<file path="src/rtl/bm_sched_pkg.sv">
// rtl/bm_sched_pkg.sv - shared types and constants for the block-matching frame scheduler
package bm_sched_pkg;

  typedef enum logic [1:0] {
    SCH_IDLE     = 2'd0,
    SCH_DISPATCH = 2'd1,
    SCH_DRAIN    = 2'd2,
    SCH_DONE     = 2'd3
  } sched_state_t;

  // Rows per band; the engines use the same value to turn a band index into a row range.
  localparam int BAND_ROWS = 16;

endpackage

</file>
<file path="src/rtl/bm_engine_picker.sv">
// rtl/bm_engine_picker.sv - engine busy tracking and lowest-free-engine grant
module bm_engine_picker
  import bm_sched_pkg::*;
#(
  parameter int NUM_ENGINES = 2
) (
  input  logic                   clk,
  input  logic                   reset_n,
  input  logic [NUM_ENGINES-1:0] set_i,
  input  logic [NUM_ENGINES-1:0] done_i,
  output logic [NUM_ENGINES-1:0] grant_o,
  output logic                   any_busy_o,
  output logic                   any_free_o,
  output logic                   stray_done_o
);

  logic [NUM_ENGINES-1:0] busy_q;
  logic [NUM_ENGINES-1:0] busy_d;

  // Done clears, dispatch sets; set only ever targets a free engine so the two never collide.
  always_comb begin
    busy_d = (busy_q & ~done_i) | set_i;
  end

  // Busy flag register.
  always_ff @(posedge clk or negedge reset_n) begin
    if (!reset_n) begin
      busy_q <= '0;
    end else begin
      busy_q <= busy_d;
    end
  end

  // One-hot grant of the lowest-index free engine, scanning downward so the lowest wins.
  always_comb begin
    grant_o = '0;
    for (int i = NUM_ENGINES - 1; i >= 0; i--) begin
      if (!busy_q[i]) begin
        grant_o    = '0;
        grant_o[i] = 1'b1;
      end
    end
  end

  assign any_busy_o   = |busy_q;
  assign any_free_o   = ~&busy_q;
  assign stray_done_o = |(done_i & ~busy_q);

endmodule

</file>
<file path="src/rtl/bm_frame_scheduler.sv">
// rtl/bm_frame_scheduler.sv - frame detection and band dispatch to block-matching engines
module bm_frame_scheduler
  import bm_sched_pkg::*;
#(
  parameter int NUM_ENGINES = 2,
  parameter int NUM_BANDS   = 30,
  parameter int IMG_W       = 4,
  localparam int BAND_W     = (NUM_BANDS > 1) ? $clog2(NUM_BANDS) : 1
) (
  input  logic                   clk,
  input  logic                   reset_n,
  input  logic [IMG_W-1:0]       image_number,
  output logic                   bm_idle,
  output logic                   bm_working_buf,
  output logic [NUM_ENGINES-1:0] job_start,
  output logic [BAND_W-1:0]      job_band,
  output logic                   job_buf,
  input  logic [NUM_ENGINES-1:0] job_done,
  output logic                   frame_done,
  output logic [IMG_W-1:0]       frames_done,
  output logic                   overrun,
  output logic                   proto_err
);

  localparam logic [BAND_W-1:0] LAST_BAND = BAND_W'(NUM_BANDS - 1);

  sched_state_t           state_q, state_d;
  logic [IMG_W-1:0]       seen_img_q, seen_img_d;
  logic                   work_buf_q, work_buf_d;
  logic                   bm_idle_q, bm_idle_d;
  logic [BAND_W-1:0]      next_band_q, next_band_d;
  logic [NUM_ENGINES-1:0] job_start_q, job_start_d;
  logic [BAND_W-1:0]      job_band_q, job_band_d;
  logic                   job_buf_q, job_buf_d;
  logic                   frame_done_q, frame_done_d;
  logic [IMG_W-1:0]       frames_done_q, frames_done_d;
  logic                   overrun_q, overrun_d;
  logic                   proto_err_q, proto_err_d;

  logic [NUM_ENGINES-1:0] grant;
  logic [NUM_ENGINES-1:0] set_engines;
  logic                   any_busy;
  logic                   any_free;
  logic                   stray_done;
  logic                   pending;
  logic [IMG_W-1:0]       img_delta;

  assign pending     = (image_number != seen_img_q);
  assign img_delta   = image_number - seen_img_q;
  assign set_engines = ((state_q == SCH_DISPATCH) && any_free) ? grant : '0;

  bm_engine_picker #(
    .NUM_ENGINES (NUM_ENGINES)
  ) u_picker (
    .clk          (clk),
    .reset_n      (reset_n),
    .set_i        (set_engines),
    .done_i       (job_done),
    .grant_o      (grant),
    .any_busy_o   (any_busy),
    .any_free_o   (any_free),
    .stray_done_o (stray_done)
  );

  // Next-state and registered-output decode for the frame sequencing FSM.
  always_comb begin
    state_d       = state_q;
    seen_img_d    = seen_img_q;
    work_buf_d    = work_buf_q;
    bm_idle_d     = bm_idle_q;
    next_band_d   = next_band_q;
    job_start_d   = '0;
    job_band_d    = job_band_q;
    job_buf_d     = job_buf_q;
    frame_done_d  = 1'b0;
    frames_done_d = frames_done_q;
    overrun_d     = overrun_q;
    proto_err_d   = proto_err_q | stray_done;

    case (state_q)
      SCH_IDLE: begin
        if (pending) begin
          // The writer fills buffer 0 first, so the just-completed buffer is the opposite of the count's LSB.
          seen_img_d  = image_number;
          work_buf_d  = ~image_number[0];
          next_band_d = '0;
          bm_idle_d   = 1'b0;
          state_d     = SCH_DISPATCH;
          if (img_delta > IMG_W'(1)) begin
            overrun_d = 1'b1;
          end
        end
      end
      SCH_DISPATCH: begin
        if (any_free) begin
          job_start_d = grant;
          job_band_d  = next_band_q;
          job_buf_d   = work_buf_q;
          if (next_band_q == LAST_BAND) begin
            state_d = SCH_DRAIN;
          end else begin
            next_band_d = next_band_q + 1'b1;
          end
        end
      end
      SCH_DRAIN: begin
        if (!any_busy) begin
          state_d = SCH_DONE;
        end
      end
      SCH_DONE: begin
        frame_done_d  = 1'b1;
        frames_done_d = frames_done_q + 1'b1;
        bm_idle_d     = 1'b1;
        state_d       = SCH_IDLE;
      end
      default: begin
        state_d = SCH_IDLE;
      end
    endcase
  end

  // State and output registers; reset abandons any frame in flight.
  always_ff @(posedge clk or negedge reset_n) begin
    if (!reset_n) begin
      state_q       <= SCH_IDLE;
      seen_img_q    <= '0;
      work_buf_q    <= 1'b0;
      bm_idle_q     <= 1'b1;
      next_band_q   <= '0;
      job_start_q   <= '0;
      job_band_q    <= '0;
      job_buf_q     <= 1'b0;
      frame_done_q  <= 1'b0;
      frames_done_q <= '0;
      overrun_q     <= 1'b0;
      proto_err_q   <= 1'b0;
    end else begin
      state_q       <= state_d;
      seen_img_q    <= seen_img_d;
      work_buf_q    <= work_buf_d;
      bm_idle_q     <= bm_idle_d;
      next_band_q   <= next_band_d;
      job_start_q   <= job_start_d;
      job_band_q    <= job_band_d;
      job_buf_q     <= job_buf_d;
      frame_done_q  <= frame_done_d;
      frames_done_q <= frames_done_d;
      overrun_q     <= overrun_d;
      proto_err_q   <= proto_err_d;
    end
  end

  assign bm_idle        = bm_idle_q;
  assign bm_working_buf = work_buf_q;
  assign job_start      = job_start_q;
  assign job_band       = job_band_q;
  assign job_buf        = job_buf_q;
  assign frame_done     = frame_done_q;
  assign frames_done    = frames_done_q;
  assign overrun        = overrun_q;
  assign proto_err      = proto_err_q;

endmodule

</file>
<file path="config.mk">
export PLATFORM = sky130hd
export DESIGN_NAME = bm_frame_scheduler
export DESIGN_NICKNAME = d
export VERILOG_FILES = /design/src/rtl/bm_sched_pkg.sv /design/src/rtl/bm_engine_picker.sv /design/src/rtl/bm_frame_scheduler.sv
export SDC_FILE = /design/constraint.sdc
export NUM_CORES = 1
export LEC_CHECK = 0
export BUFFER_PORTS_ARGS = -buffer_cell sky130_fd_sc_hd__buf_2
export CORE_ASPECT_RATIO = 1.2
export CORE_MARGIN = 2
export CORE_UTILIZATION = 55
export DETAILED_ROUTE_END_ITERATION = 12
export HOLD_SLACK_MARGIN = 0.02
export PLACE_DENSITY = 0.78
export SETUP_SLACK_MARGIN = 0.5
export SLEW_MARGIN = 20
export SYNTH_ARGS = -nofsm -noshare
export SYNTH_HDL_FRONTEND = slang
export SYNTH_HIERARCHICAL = 1
export SYNTH_SLANG_ARGS = --single-unit
</file>
<file path="constraint.sdc">
create_clock -name clk -period 2.3 [get_ports clk]
set_input_delay 0.115 -clock clk [delete_from_list [all_inputs] [get_ports clk]]
set_output_delay 0.115 -clock clk [all_outputs]
set_load 0.02 [all_outputs]
</file>
# Word level (Yosys, flattened, before mapping)
# Cells that the tools add are included.
[totals]
regBits = 30
in_bits = 8
word_cells = 66
[op_classes]
n_addsub = 3
order_cmp = 1
n_eq_ne = 10
muxes = 17
bitwise_logic = 8
reduce_logical = 14
[ops]
columns = ["operator", "n"]
rows = [
  ["two-way mux 2 bit", 9],
  ["two-way mux 5 bit", 3],
  ["case mux 5 bit (2 select lines)", 1],
  ["inequality test 2 bit (second input constant)", 4],
  ["case mux 2 bit (4 select lines)", 1],
  ["AND reduction 2 bit", 4],
  ["AND reduction 4 bit", 2],
  ["adder 5 x 1 -> 5 bit (second input constant)", 1],
  ["equality test 5 bit (second input constant)", 1],
  ["adder 4 x 1 -> 4 bit (second input constant)", 1],
  ["bitwise AND 2 bit", 2],
  ["equality test 2 bit (second input constant)", 2],
  ["> comparator 4 x 1 -> 1 bit (second input constant)", 1],
  ["inequality test 4 bit", 1],
  ["NOT 2 bit", 2],
  ["nonzero test 2 bit", 2],
  ["OR reduction 2 bit", 2],
  ["subtractor 4 bit", 1],
  ["AND reduction 3 bit", 1],
  ["equality test 2 x 1 -> 1 bit (second input constant)", 1],
  ["logical NOT 2 bit", 1],
  ["two-way mux 1 bit", 2],
  ["inequality test 2 x 1 -> 1 bit (second input constant)", 1],
  ["NOT 1 bit", 2],
  ["5 further kinds", 5],
]

# Longest topological paths before layout
# Gate-level depths: netlist (run 1).
[logic_depth]
depth_word = 5
depth_mapped = 7

# Modules after synthesis
# The synthesis (run 1) kept the hierarchy.
[by_module_without_submodules]
columns = ["mod", "n_inst", "cells_each", "area_each_um2"]
rows = [
  ["bm_frame_scheduler", 1, 122, 1421.4],
  ["bm_engine_picker", 1, 11, 96.3],
]

# Least setup slack after synthesis (run 1)
# No wires, ideal clock.
[synth_timing]
kind = "register to register"
startpoint = "register next_band_q[0]"
endpoint = "register next_band_q[2]"
arrival_ps = 1576
required_time_ps = 2181
setup_slack_ps = 605
path_stages_with_launch = 7
period_less_slack_ps = 1695
path_cell_list = "dfrtp_1 ha_1 and4_1 or2_1 buf_6 o32a_1 o21a_1"
[synth_between]
elab_chain_cells = 4
word_cells_on_any_way = 7
[synth_rtl]
columns = ["element", "line", "text"]
rows = [
  ["from (decl)", "bm_frame_scheduler.sv:31", "logic [BAND_W-1:0] next_band_q, next_band_d;"],
  ["from (signal assigned)", "bm_frame_scheduler.sv:143", "next_band_q <= next_band_d;"],
  ["adder 5 x 1 -> 5 bit", "bm_frame_scheduler.sv:102", "next_band_d = next_band_q + 1'b1;"],
  ["two-way mux 5 bit", "bm_frame_scheduler.sv:99", "if (next_band_q == LAST_BAND) begin"],
  ["two-way mux 5 bit", "bm_frame_scheduler.sv:95", "if (any_free) begin"],
  ["case mux 5 bit (2 select lines)", "bm_frame_scheduler.sv:80", "case (state_q)"],
]
# Several ways; a longest one is shown, not always the timed one. The select of a mux whose other input is x is not followed.
# A chain may end at the register's enable or synchronous reset.

# Worst setup path in the final report (run 1)
[layout_timing]
startpoint = "register next_band_q[1]"
endpoint = "register next_band_q[2]"
# The elaborated chain is that of the path after synthesis.

==> flow_metrics.env, run 1 <==
export IMPL_cp_start_kind="register"
export IMPL_met1_usage_pct=24.1
export IMPL_switching_share_pct=41.5
export IMPL_num_rows=20
export IMPL_cts_root_buf="clkbuf_4"
export IMPL_synth_seq_area_share_pct=49.5
export IMPL_synth_cells=133
export IMPL_io_buffers=24
export IMPL_crit_type="reg -> reg"
export IMPL_p_int_mw=1.48
export IMPL_fin_util_pct=71.1
export IMPL_ios=25
export IMPL_initial_utilization_pct=58.9
export IMPL_dieWidth_um=52.0
export IMPL_busiest_layer="met2"
export IMPL_setup_viol=0
export IMPL_hold_path_depth=2
export IMPL_ff2ff_path_depth=6
export IMPL_area_growth_pct=20.8
export IMPL_min_delay_start="image_number[3]"
export IMPL_hold_path_end="seen_img_q[3]"
export IMPL_finalWirelength_um=2810
export IMPL_grt_first_pass_wirelength_um=4620
export IMPL_combPwrFrac_pct=50.7
export IMPL_dieArea_mm2=0.00320
export IMPL_num_antenna_cells=0
export IMPL_placed_cells=189
export IMPL_p_clk_share_pct=12.6
export IMPL_die_h_um=61.5
export IMPL_globalRouteTotalUtil_pct=20.2
export IMPL_fillers=205
export IMPL_fmax_ghz=0.573
export IMPL_routed_via_density=5.46
export IMPL_finalSetupTns_ns=0
export IMPL_clkLatencyLatePin_ns=0.33
export IMPL_use_met3_pct=7.28
export IMPL_htreeDepth=2
export IMPL_final_common_cell="dfrtp_1"
export IMPL_dpl_hpwl_um=1910
export IMPL_switchingPower_mw=1.05
export IMPL_drc=0
export IMPL_status="completed"
export IMPL_synth_nets=152
export IMPL_syn_area_per_cell_um2=11.4
export IMPL_grt_pass1_vias=1071
export IMPL_worst_pin_slew_ns=0.644
export IMPL_hold_viol=0
export IMPL_cellLeakagePower_nw=0.880
export IMPL_reg2reg_slack_ns=0.55
export IMPL_pwr_share_seq_pct=36.8
export IMPL_wire_per_inst_um=13.9
export IMPL_rsz0062_at_grt="no"
export IMPL_fin_crit_ns=1.75
export IMPL_gr_total_overflow=0
export IMPL_netlist_area_mm2=0.00152
export IMPL_slew_headroom_pct=57.1
export IMPL_yosys_warnings=6
export IMPL_cts_sinks=30
export IMPL_fin_crit_sh_pct=75.9
export IMPL_dr_pass1_iters=4
export IMPL_hp_class="in -> reg"
export IMPL_nNetsFinal=188
export IMPL_p_per_area_mw_per_mm2=1380
export IMPL_met2_usage_pct=33.3
export IMPL_drt_iter0_markers=17
export IMPL_final_max_slew_viol_count=0
export IMPL_cp_arrival_ns=1.96
export IMPL_final_cell_mix="28 x dfrtp_1, 24 x buf_2, 9 x inv_1"
export IMPL_skew_ns=0.0120
export IMPL_drv_cap=0
export IMPL_required_ns=2.51
export IMPL_r2r_start="next_band_q[1]"
export IMPL_layout_drive_gt1_share_pct=33.5
export IMPL_ant_nets=0
export IMPL_clk_pin_slew_ns=0.10
export IMPL_vias=1109
export IMPL_synth_edff_count=0
export IMPL_grt_start_max_net_pins=31
export IMPL_final_cells=203
export IMPL_cts_tree="built"
export IMPL_end_kind="register"
export IMPL_core_mm2=0.00258
export IMPL_antenna_found_initial=0
export IMPL_clockBufferDepth=2
export IMPL_synth_cell_types=42
export IMPL_cts_buffers=5
export IMPL_rr_endpoint="next_band_q[2]"
export IMPL_cp_max_fo=8
export IMPL_async_reset_ff_share_pct=100
export IMPL_synth_flop_cell="dfrtp_1"
export IMPL_gp_congestion=0.823
export IMPL_ir_drop_mv=0.879
export IMPL_synth_seq_cells=30
## synth_stat cells, types with 3 or more instances
cell type | instances | area (µm²)
nand3_1 | 3 | 15.0
a21oi_1 | 5 | 25.0
xnor2_1 | 3 | 26.3
nor2_1 | 4 | 15.0
nand2_1 | 8 | 30.0
nor3_1 | 3 | 15.0
mux2_2 | 7 | 78.8
o21ai_0 | 3 | 15.0
o21ai_1 | 4 | 20.0
mux2i_1 | 5 | 50.1
dfrtp_1 | 29 | 726
inv_1 | 9 | 33.8
and3_1 | 4 | 25.0
ha_1 | 10 | 125
## worst max-delay path, stage by stage, from the launching register on
cell	delay [ns]
dfrtp_1	0.41
inv_1	0.09
ha_1	0.18
and4_1	0.24
or2_4	0.28
o32a_1	0.35
o21a_1	0.10
## power by group through the flow
stage | clock, mW | combinational (mW) | sequential, mW
finish | 0.317 | 1.28 | 0.929
CTS | 0.330 | 1.18 | 0.929
detailed placement | 0 | 1.17 | 0.938
global route | 0.351 | 1.43 | 0.961
floorplan | 0 | 0.743 | 1.06
global placement | 0 | 1.13 | 0.919
## final cells by class
type / count / area [µm²] / share of cell area, %
Clock inverter: 1 / 5.00 / 0.273
Tap cell: 33 / 41.3 / 2.25
Inverter: 10 / 37.5 / 2.05
Clock buffer: 7 / 55.1 / 3.00
Sequential cell: 30 / 753 / 41.1
Multi-Input combinational cell: 90 / 753 / 41.1
Timing Repair Buffer: 32 / 188 / 10.2
## logic make-up after synthesis
logic type / after synthesis / share of synthesized area [%]
xor+xnor: 6 / 3.96
mux: 14 / 9.98
fa+ha+maj: 11 / 9.56
buf+inv: 13 / 3.79
flops: 30 / 49.5
simple gates: 35 / 12.3
compound gates: 24 / 10.9
## repair_timing
action                                 in CTS  in global routing
hold buffers                                3                  0
endpoints found under the hold margin      31                  0
resized for setup                           0                  9
setup endpoints to repair                   0                  7
setup buffers                               0                  3
## worst max-delay path by stage
stage | from | end | cells after the start
final | next_band_q[1] | next_band_q[2] | 6
after floorplan | next_band_q[0] | next_band_q[2] | 6
after CTS | next_band_q[1] | next_band_q[2] | 6
after detailed placement | next_band_q[1] | next_band_q[2] | 6
after global placement | next_band_q[0] | next_band_q[2] | 5
after global routing | image_number[2] | next_band_q[1] | 7
## through the flow
stage               total power, mW  setup WS [ns]  instance area (µm²)  hold slack [ns]
floorplan                      1.80          0.605                 1520           -0.181
global placement               2.05          0.590                 1670            0.174
detailed placement             2.11          0.513                 1670            0.183
CTS                            2.44          0.501                 1760           0.0605
global route                   2.74          0.471                 1830           0.0567
finish                         2.53          0.554                 1830           0.0667
## sequential cells by signal (all words and copies together), names as in the netlist, 2 cells and up
signal           flops
frames_done          4
next_band_q          5
u_picker/busy_q      2
job_start            2
seen_img_q           4
state_q              2
job_band             5
## layer usage
layer | vias up | wire [µm]
met1 | 537 | 1170
met3 | 7 | 123
met2 | 24 | 1470
met5 | - | 0
li1 | 541 | -
met4 | 0 | 55
Note: power is estimated with default switching activity, not from simulation.
==> inputs of run 2 (changes only) <==
--- a/config.mk
+++ b/config.mk
@@ -8,10 +8,10 @@
 export BUFFER_PORTS_ARGS = -buffer_cell sky130_fd_sc_hd__buf_2
 export CORE_ASPECT_RATIO = 1.2
 export CORE_MARGIN = 2
-export CORE_UTILIZATION = 55
+export CORE_UTILIZATION = 49
 export DETAILED_ROUTE_END_ITERATION = 12
 export HOLD_SLACK_MARGIN = 0.02
-export PLACE_DENSITY = 0.78
+export PLACE_DENSITY = 0.74
 export SETUP_SLACK_MARGIN = 0.5
 export SLEW_MARGIN = 20
 export SYNTH_ARGS = -nofsm -noshare
==> constraint.sdc (replaced) <==
create_clock -name clk -period 1.45 [get_ports clk]
set_input_delay 0.0725 -clock clk [delete_from_list [all_inputs] [get_ports clk]]
set_output_delay 0.0725 -clock clk [all_outputs]
set_load 0.02 [all_outputs]
==> flow_metrics.env, run 2 (synthesis results as in run 1) <==
export IMPL_p_clk_share_pct=8.5
export IMPL_power_mw=6.53
export IMPL_multi_input_area_um2=997
export IMPL_clk_pin_slew_ns=0.10
export IMPL_io_buffers=24
export IMPL_fmax_ghz=0.591
export IMPL_cp_start_kind="register"
export IMPL_setup_viol=22
export IMPL_combPwrFrac_pct=68.5
export IMPL_fillers=118
export IMPL_slew_headroom_pct=76.9
export IMPL_worst_pin_slew_ns=0.347
export IMPL_area_growth_pct=78.2
export IMPL_dieWidth_um=54.8
export IMPL_dr_pass1_iters=4
export IMPL_antenna_found_initial=0
export IMPL_seqCellArea_um2=754
export IMPL_initial_utilization_pct=50.6
export IMPL_rsz0062_at_grt="yes"
export IMPL_gr_total_overflow=0
export IMPL_crit_type="reg -> reg"
export IMPL_clkLatencyLatePin_ns=0.35
export IMPL_layout_drive_gt1_share_pct=67.3
export IMPL_required_ns=1.69
export IMPL_cts_tree="built"
export IMPL_cp_max_fo=5
export IMPL_fin_crit_ns=1.69
export IMPL_grt_start_max_net_pins=16
export IMPL_status="finished with violations"
export IMPL_core_mm2=0.00300
export IMPL_num_antenna_cells=0
export IMPL_fin_ws_ns=-0.241
export IMPL_dieArea_mm2=0.00356
export IMPL_wire_per_inst_um=19.9
export IMPL_cp_arrival_ns=1.93
export IMPL_vias=1458
export IMPL_ff2ff_path_depth=8
export IMPL_switching_share_pct=39.8
export IMPL_die_h_um=65.0
export IMPL_finalSetupTns_ns=-2.06
export IMPL_num_rows=22
export IMPL_end_kind="register"
export IMPL_globalRouteTotalUtil_pct=27.4
export IMPL_nNetsFinal=244
export IMPL_ant_nets=0
export IMPL_grt_pass1_vias=1430
export IMPL_p_per_area_mw_per_mm2=2410
export IMPL_violations="negative setup slack"
export IMPL_gp_congestion=0.850
export IMPL_cts_buffers=5
export IMPL_cellLeakagePower_nw=1.28
export IMPL_fin_crit_sh_pct=117
export IMPL_clockBufferDepth=2
export IMPL_hp_class="in -> reg"
export IMPL_drv_cap=0
export IMPL_p_int_mw=3.93
export IMPL_dpl_hpwl_um=2440
export IMPL_skew_ns=0.0126
export IMPL_pwr_share_seq_pct=23.1
export IMPL_drc=0
export IMPL_routed_via_density=5.56
export IMPL_hold_path_depth=3
export IMPL_htreeDepth=2
export IMPL_ir_drop_mv=2.03
export IMPL_ios=25
export IMPL_final_common_cell="buf_6"
export IMPL_switchingPower_mw=2.60
export IMPL_hold_viol=0
export IMPL_final_cell_mix="42 x buf_6, 35 x buf_4, 27 x dfrtp_1"
export IMPL_cts_root_buf="clkbuf_4"
export IMPL_cts_sinks=30
export IMPL_drt_iter0_markers=35
export IMPL_finalWirelength_um=5220
export IMPL_hold_ws_ns=0.0474
export IMPL_final_max_slew_viol_count=0
export IMPL_grt_first_pass_wirelength_um=6790
-- run 2: critical path: stages (launching register included) --
cell     delay [ns]
dfrtp_1        0.39
inv_2          0.06
ha_4           0.28
buf_6          0.10
nand3_4        0.08
nor2_4         0.24
buf_6          0.13
mux2i_1        0.21
a21oi_1        0.09
-- run 2: layout make-up --
type / instances / area share (%)
flip-flops and latches: 30 / 27.9
repair buffers: 88 / 30.0
clock inverters: 1 / 0.185
inverters: 10 / 1.39
well taps: 36 / 1.67
multi-input cells: 90 / 36.9
clock buffers: 7 / 2.04
-- run 2: per-stage QoR --
stage | worst slack [ns] | instances | cell area (µm²) | utilization (%)
after floorplan | -0.161 | 133 | 1670 | -
after global routing | -0.316 | 262 | 2710 | 90.2
final | -0.241 | 262 | 2710 | 90.2
after global placement | -0.106 | 218 | 2010 | 67.0
after CTS | -0.156 | 250 | 2480 | 82.7
after detailed placement | -0.168 | 218 | 2010 | 67.0
-- run 2: power by group through the flow --
stage               logic (mW)  registers, mW  clock network, mW
finish                    4.47           1.51              0.552
global route              4.71           1.54              0.609
CTS                       3.71           1.45              0.539
detailed placement        2.68           1.47                  0
global placement          2.57           1.44                  0
floorplan                 1.53           1.72                  0
-- run 2: final timing paths --
kind | from | end | slack, ns
max in group asynchronous | reset_n | bm_idle | 0.77
setup reg to reg | seen_img_q[1] | next_band_q[3] | -0.24
setup / recovery | seen_img_q[1] | next_band_q[3] | -0.24
min in group asynchronous | reset_n | seen_img_q[0] | 0.15
hold / removal | image_number[1] | seen_img_q[1] | 0.05
hold reg to reg | proto_err | proto_err | 0.52
-- run 2: routing by layer --
| layer | wire length (µm) | global-route usage, % |
|---|---|---|
| met1 | 1950 | 30.0 |
| met2 | 2930 | 48.4 |
| met3 | 184 | 7.83 |
| met4 | 158 | 9.06 |
| met5 | 0 | 0 |
-- run 2: what timing repair did --
item                                   4_1_cts  5_1_grt
setup buffers                               21       11
pin swaps                                   16       11
resized for setup                           63       32
hold buffers                                 3        1
endpoints found under the hold margin       31        1
setup endpoints to repair                   44       47
